$ cat src/rtl/ps2_rx_scancode.sv
// PS/2 device-to-host receiver: pin synchronise/filter, 11-bit deframing,
// E0/F0 prefix decode into scancode + keyPressed/keyReleased strobes.

module ps2_rx_pin_filt #(
  parameter int FILTER_LEN = 8
) (
  input  logic clk,
  input  logic rst,
  input  logic raw,
  output logic filt
);
  logic [1:0]            sync;
  logic [FILTER_LEN-2:0] hist;
  logic [FILTER_LEN-1:0] window;

  // Newest synchronised sample is part of the window so the filter costs FILTER_LEN cycles, not one more.
  assign window = {hist, sync[1]};

  always_ff @(posedge clk) begin
    if (rst) begin
      sync <= '1;
      hist <= '1;
      filt <= 1'b1;
    end else begin
      sync <= {sync[0], raw};
      hist <= window[FILTER_LEN-2:0];
      if (&window)       filt <= 1'b1;
      else if (~|window) filt <= 1'b0;
    end
  end
endmodule

module ps2_rx_scancode #(
  parameter int CLK_HZ         = 100_000_000,
  parameter int FILTER_LEN     = 8,
  parameter int TIMEOUT_CYCLES = 200_000
) (
  input  logic       clk,
  input  logic       rst,
  input  logic       ps2_clk,
  input  logic       ps2_data,
  output logic [7:0] scancode,
  output logic       keyPressed,
  output logic       keyReleased,
  output logic       extended,
  output logic       frame_err
);
  localparam int         NUM_PINS = 2;
  localparam int         TW       = $clog2(TIMEOUT_CYCLES + 1);
  localparam logic [7:0] CODE_EXT = 8'hE0;
  localparam logic [7:0] CODE_BRK = 8'hF0;

  typedef enum logic [1:0] {IDLE, DATA, PARITY, STOP} state_t;
  typedef struct packed {
    logic       vld;
    logic [7:0] data;
  } byte_t;

  if (FILTER_LEN < 2 || TIMEOUT_CYCLES < 2 || CLK_HZ < 1) begin : g_param_chk
    $error("ps2_rx_scancode: unsupported parameter values");
  end

  logic [NUM_PINS-1:0] pin_raw;
  logic [NUM_PINS-1:0] pin_filt;

  assign pin_raw = {ps2_data, ps2_clk};

  for (genvar i = 0; i < NUM_PINS; i++) begin : g_pin
    ps2_rx_pin_filt #(.FILTER_LEN(FILTER_LEN)) u_filt (
      .clk  (clk),
      .rst  (rst),
      .raw  (pin_raw[i]),
      .filt (pin_filt[i])
    );
  end

  logic clk_q;
  logic fall;
  logic din;

  assign din  = pin_filt[1];
  assign fall = clk_q & ~pin_filt[0];

  always_ff @(posedge clk) begin
    if (rst) clk_q <= 1'b1;
    else     clk_q <= pin_filt[0];
  end

  state_t          state, state_nx;
  logic [7:0]      shreg;
  logic [2:0]      bitcnt;
  logic            par_ok;
  logic [TW-1:0]   tcnt;
  logic            timeout;
  byte_t           rx_byte;
  logic            err;

  // Timeout wins over a coincident fall; the frame is abandoned either way.
  assign timeout = (state != IDLE) && (tcnt == TW'(TIMEOUT_CYCLES - 1));

  always_ff @(posedge clk) begin
    if (rst) state <= IDLE;
    else     state <= state_nx;
  end

  always_comb begin
    state_nx = state;
    if (timeout) begin
      state_nx = IDLE;
    end else if (fall) begin
      unique case (state)
        IDLE:    if (!din) state_nx = DATA;
        DATA:    if (bitcnt == 3'd7) state_nx = PARITY;
        PARITY:  state_nx = STOP;
        STOP:    state_nx = IDLE;
        default: state_nx = IDLE;
      endcase
    end
  end

  always_comb begin
    rx_byte = '{vld: 1'b0, data: shreg};
    err     = 1'b0;
    if (timeout) begin
      err = 1'b1;
    end else if (fall) begin
      case (state)
        IDLE: err = din;
        STOP: begin
          rx_byte.vld = din & par_ok;
          err         = ~(din & par_ok);
        end
        default: ;
      endcase
    end
  end

  always_ff @(posedge clk) begin
    if (rst) begin
      shreg  <= '0;
      bitcnt <= '0;
      par_ok <= 1'b0;
      tcnt   <= '0;
    end else begin
      if (state == IDLE || fall) tcnt <= '0;
      else                       tcnt <= tcnt + TW'(1);
      if (fall && !timeout) begin
        case (state)
          IDLE:   bitcnt <= '0;
          DATA: begin
            shreg  <= {din, shreg[7:1]};
            bitcnt <= bitcnt + 3'd1;
          end
          PARITY: par_ok <= ^{shreg, din};
          default: ;
        endcase
      end
    end
  end

  logic ext_pend;
  logic brk_pend;

  always_ff @(posedge clk) begin
    if (rst) begin
      scancode    <= '0;
      keyPressed  <= 1'b0;
      keyReleased <= 1'b0;
      extended    <= 1'b0;
      frame_err   <= 1'b0;
      ext_pend    <= 1'b0;
      brk_pend    <= 1'b0;
    end else begin
      keyPressed  <= 1'b0;
      keyReleased <= 1'b0;
      frame_err   <= err;
      if (err) begin
        ext_pend <= 1'b0;
        brk_pend <= 1'b0;
      end else if (rx_byte.vld) begin
        if (rx_byte.data == CODE_EXT) begin
          ext_pend <= 1'b1;
        end else if (rx_byte.data == CODE_BRK) begin
          brk_pend <= 1'b1;
        end else begin
          extended <= ext_pend;
          ext_pend <= 1'b0;
          brk_pend <= 1'b0;
          if (brk_pend) begin
            keyReleased <= 1'b1;
          end else begin
            keyPressed <= 1'b1;
            scancode   <= rx_byte.data;
          end
        end
      end
    end
  end
endmodule

$ cat config.mk
export PLATFORM = sky130hd
export DESIGN_NAME = ps2_rx_scancode
export DESIGN_NICKNAME = d
export VERILOG_FILES = /design/src/rtl/ps2_rx_scancode.sv
export SDC_FILE = /design/constraint.sdc
export NUM_CORES = 1
export LEC_CHECK = 0
export BUFFER_PORTS_ARGS = -buffer_cell sky130_fd_sc_hd__buf_2
export CAP_MARGIN = 20
export CORE_AREA = 2 2 94 60
export CTS_CLUSTER_DIAMETER = 30
export CTS_CLUSTER_SIZE = 8
export DETAILED_ROUTE_END_ITERATION = 7
export DIE_AREA = 0 0 96 62
export PLACE_DENSITY = 0.71
export SLEW_MARGIN = 10
export SYNTH_ARGS = -nofsm -noshare
export SYNTH_HDL_FRONTEND = slang
export SYNTH_SLANG_ARGS = --single-unit
export TNS_END_PERCENT = 20
$ cat constraint.sdc
create_clock -name clk -period 2.6 [get_ports clk]
set_input_delay 0.52 -clock clk [delete_from_list [all_inputs] [get_ports clk]]
set_output_delay 0.52 -clock clk [all_outputs]
set_load 0.005 [all_outputs]
==> reports/results.env <==
POWER_FRAC_SEQ_PCT=55.4
NET_LOAD_SWITCHING_POWER_uW=393.5
SYNTH_AREA_PER_CELL_UM2=9.602
SLOWEST_STAGE='or4_4'
SW_FRAC_OF_TOTAL_PCT=21.09
NFILLCELLS=468
CTS_TREE='done'
CRIT_CHAIN='inv_1 -> ha_1 -> nand2b_1 -> or4_4 -> o211ai_1 -> buf_4 -> mux2i_1 -> nor2_1'
CRIT_REQUIRED_PS=2830
TRITONCTS_NUM_SINKS=67
INITIALDRTVIOLATIONCOUNT=67
HOLD_CLASS='primary input to flop'
FIN_TNS_SETUP_PS=0
CLOCKROOTBUFFER='clkbuf_8'
FINAL_HOLD_VIOL_COUNT=0
GRT_SETUP_UNREPAIRED='no'
SYNTHESIS.INSTANCES=279
WORST-SETUP-PATH-TYPE='flop to flop'
DIE-WIDTH_UM=96
SYNTH_ASYNC_SR_FLOP_SHARE_PCT=0
WORST_SETUP_PATH_START_KIND='flop'
DIE_H_UM=62
FINALPOWER_mW=1.866
FIN_CRIT_SH_PCT=85.53
RESIDUAL_OVERFLOW_FROM_GLOBAL_ROUTING=0
CTSLONGESTPATHBUFFERS=2
LAYOUT.NETS=308
MULTI_INPUT_AREA_UM2=1265
YOSYS_WARNINGS=0
CTS-BUFFERS-INSERTED=9
CTS_REPAIR_RESIZE_COUNT=0
DR.PASS1.ITERS=4
SHARE_OF_LAYOUT_CELLS_ABOVE_DRIVE_STRENGTH_1_PCT=17.94
DETAILED_PLACE_HPWL_UM=3354
PLACE_AREA_UM2=2813
FINAL-SETUP-VIOL-COUNT=0
UNIQUE_MASTERS_POST_SYNTH=40
CP_SLOWEST_STAGE_DELAY_PS=560
SYNTH_FF_TYPE='dfxtp_1'
FINAL.MIN_CLOCK_PERIOD_PS=2224
GRT_PASS1_WL_UM=8059
MAXIMUM_NUMBER_OF_PINS_ON_ONE_NET_BEFORE_GLOBAL_ROUTE_REPAIR=25
POST_CTS_HOLD_BUFFER_COUNT=0
MAX_CAP_VIOL_COUNT=0
SHARE_COMB_OF_TOTAL_POWER_PCT=1.1
FF_LATCH_AREA_UM2=1341
ROUTED_WIRELENGTH_UM=4879
POST_DETAILED_ROUTE_COUNT_OF_ANTENNA_VIOLATING_NETS=0
GRT_UTIL_ALL_LAYERS_PCT=18.59
POWER.CLOCK.FRACTION_PCT=43.5
MAPPEDNETLISTAREA_UM2=2679
GRT_ANTENNA_BEFORE_REPAIR=0
SYNTH_FP_NETS=290
FINALWEIGHTEDCONGESTION=0.7636
PLACEMENTROWS=21
HTREE_NUM_LEVELS=3
N_ANTENNA_CELL=0
LEAKAGEPOWER_nW=1.183
POST-CTS-SETUP-BUFFER-COUNT=0
DRV_SLEW=0
CRITICAL_PATH.TOP_DELAY_FAMILY='simple AND/OR/NAND/NOR gates'
FINALCLOCKSKEW_PS=11.38
WL_MET1_UM=2776
MAX_FREQ_GHz=0.4497
DIE_AREA_UM2=5952
YOSYS_REGISTER_BITS=67
SYNTH_ENABLE_FLOP_CELLS=0
REG2REG_SLACK_PS=380
OUTCOME='finished clean'
FP.COREAREA_UM2=5229
PORT-BUFFER-COUNT=15
CLKSLEWWORSTSETUPHOLDPATHS_PS=70
MET3WIRELENGTH_UM=213
WORST_SLEW_PIN_SLEW_PS=664.2
GRT_PASS1_VIAS=1695
P_PER_AREA_nW_PER_UM2=622.9
NUM_IO_PINS=16
ROUTED.TOP_LAYER='met4'
CLOCK_LATENCY_PS=350
DETAILROUTE.VIA_COUNT=1890
DRT-VIAS-PER-INSTANCE=5.108
WORST_VDD_IR_mV=0.3080
MAX-SLEW-MARGIN-REL_PCT=55.45
LARGEST_FANOUT_ON_THE_CRITICAL_PATH=9
WORST_EP_ARRIVAL_TIME_PS=2450
CP_NUM_BUF_INV=2
GROWTH_OF_DESIGN_AREA_FROM_SYNTHESIS_TO_FINISH_PCT=11.82
WORST_SETUP_PATH_END_KIND='flop'
POST-ROUTE-DRC-COUNT=0
ROUTED-WL-MET2_UM=1799
FLOORPLAN.INITIALDENSITY_PCT=51.23
ROUTEDWLPERCELL_UM=13.19
STDCELL_AREA_UM2=2995
SYNTH_SEQ_AREA_SHARE_PCT=50.07
INTERNAL_POWER_mW=1.472
worst register-to-register path, delay by kind of cell, from the launching register on:
| family | cells | cell delay [ps] |
|---|---|---|
| AND/OR/NAND/NOR | 3 | 790 |
| flip-flops | 1 | 360 |
| buffers and inverters | 2 | 320 |
| adder cells (fa/ha/maj) | 1 | 250 |
| multiplexers | 1 | 210 |
| AO/OA/AOI/OAI | 1 | 180 |
power by group through the flow:
stage	Combinational, mW	Sequential, mW	Clock (mW)
CTS	0.0209	1.03	0.837
detailed placement	0.0208	1.06	0
finish	0.0209	1.03	0.811
floorplan	0.0154	1.06	0
global route	0.0235	1.03	0.875
global placement	0.0211	1.06	0
area by class of cell:
| cell class | instances | area share, % |
|---|---|---|
| inverter | 6 | 0.7519 |
| sequential | 67 | 44.78 |
| timing repair buffer | 18 | 3.258 |
| tap | 69 | 2.882 |
| multi-input combinational | 195 | 42.23 |
| clock buffer | 10 | 4.261 |
| clock inverter | 5 | 1.838 |
Yosys cell counts (all sizes together) (4+ instances only):
cell type / n / area [um^2]
xnor2: 9 / 78.83
nand4: 7 / 43.79
ha: 7 / 87.58
a21oi: 8 / 40.04
nand3: 14 / 70.07
xor2: 13 / 113.9
dfxtp: 67 / 1341
or2: 19 / 118.9
nand2b: 4 / 25.02
and3: 5 / 31.28
a211oi: 4 / 30.03
nand2: 9 / 33.78
clkbuf: 8 / 30.03
nor3: 4 / 20.02
inv: 6 / 22.52
mux2i: 17 / 170.2
o21ai: 7 / 38.79
nor2: 46 / 172.7
metal layers:
metal | vias to the layer above | track usage, %
li1 | 998 | -
met3 | 9 | 8.926
met5 | - | 0
met1 | 853 | 26.29
met4 | 0 | 5.918
met2 | 30 | 24.70
registers in the layout, summed over array words and instances, names as in the netlist:
| register | count |
|---|---|
| bitcnt | 3 |
| brk_pend | 1 |
| clk_q | 1 |
| ext_pend | 1 |
| extended | 1 |
| frame_err | 1 |
| g_pin.u_filt.filt | 2 |
| g_pin.u_filt.hist | 14 |
| g_pin.u_filt.sync | 4 |
| keyPressed | 1 |
| keyReleased | 1 |
| par_ok | 1 |
| scancode | 8 |
| shreg | 8 |
| state | 2 |
| tcnt | 18 |
worst paths after layout:
kind / from / endpoint / cells past startpoint
setup / recovery: state[0] / scancode[5] / 8
hold reg to reg: g_pin[0].u_filt.sync[0] / g_pin[0].u_filt.sync[1] / 1
setup reg to reg: state[0] / scancode[5] / 8
hold / removal: ps2_data / g_pin[1].u_filt.sync[0] / 2
through the flow:
step	setup slack (ps)	instances	hold slack, ps	util (%)
global route	230.9	370	341.5	57.29
floorplan	512.4	279	389.5	-
global placement	439.7	355	404.6	53.79
detailed placement	394.4	355	409.5	53.79
CTS	372.6	370	331.1	57.29
finish	376.2	370	349.7	57.29
kinds of logic (layout without fill, tap and decap cells):
logic type / after synthesis / count (layout) / share of synthesized area, %
compound gates: 27 / 27 / 6.586
xor+xnor: 23 / 23 / 8.034
buf+inv: 17 / 39 / 2.709
simple gates: 121 / 121 / 22.98
mux: 17 / 17 / 6.352
fa+ha+maj: 7 / 7 / 3.269
flops: 67 / 67 / 50.07
cells in the final DEF, fill, tap and decap left out, drive strengths merged, types with 3 or more instances in the layout:
cell type  count
dfxtp         67
nor2          46
or2           19
buf           18
mux2i         17
nand3         14
xor2          13
clkbuf        10
nand2          9
xnor2          9
a21oi          8
nand4          7
ha             7
o21ai          7
inv            6
and3           5
nand2b         4
nor3           4
a211oi         4
nor4           3
or4            3
Note: power is estimated with default switching activity, not from simulation.
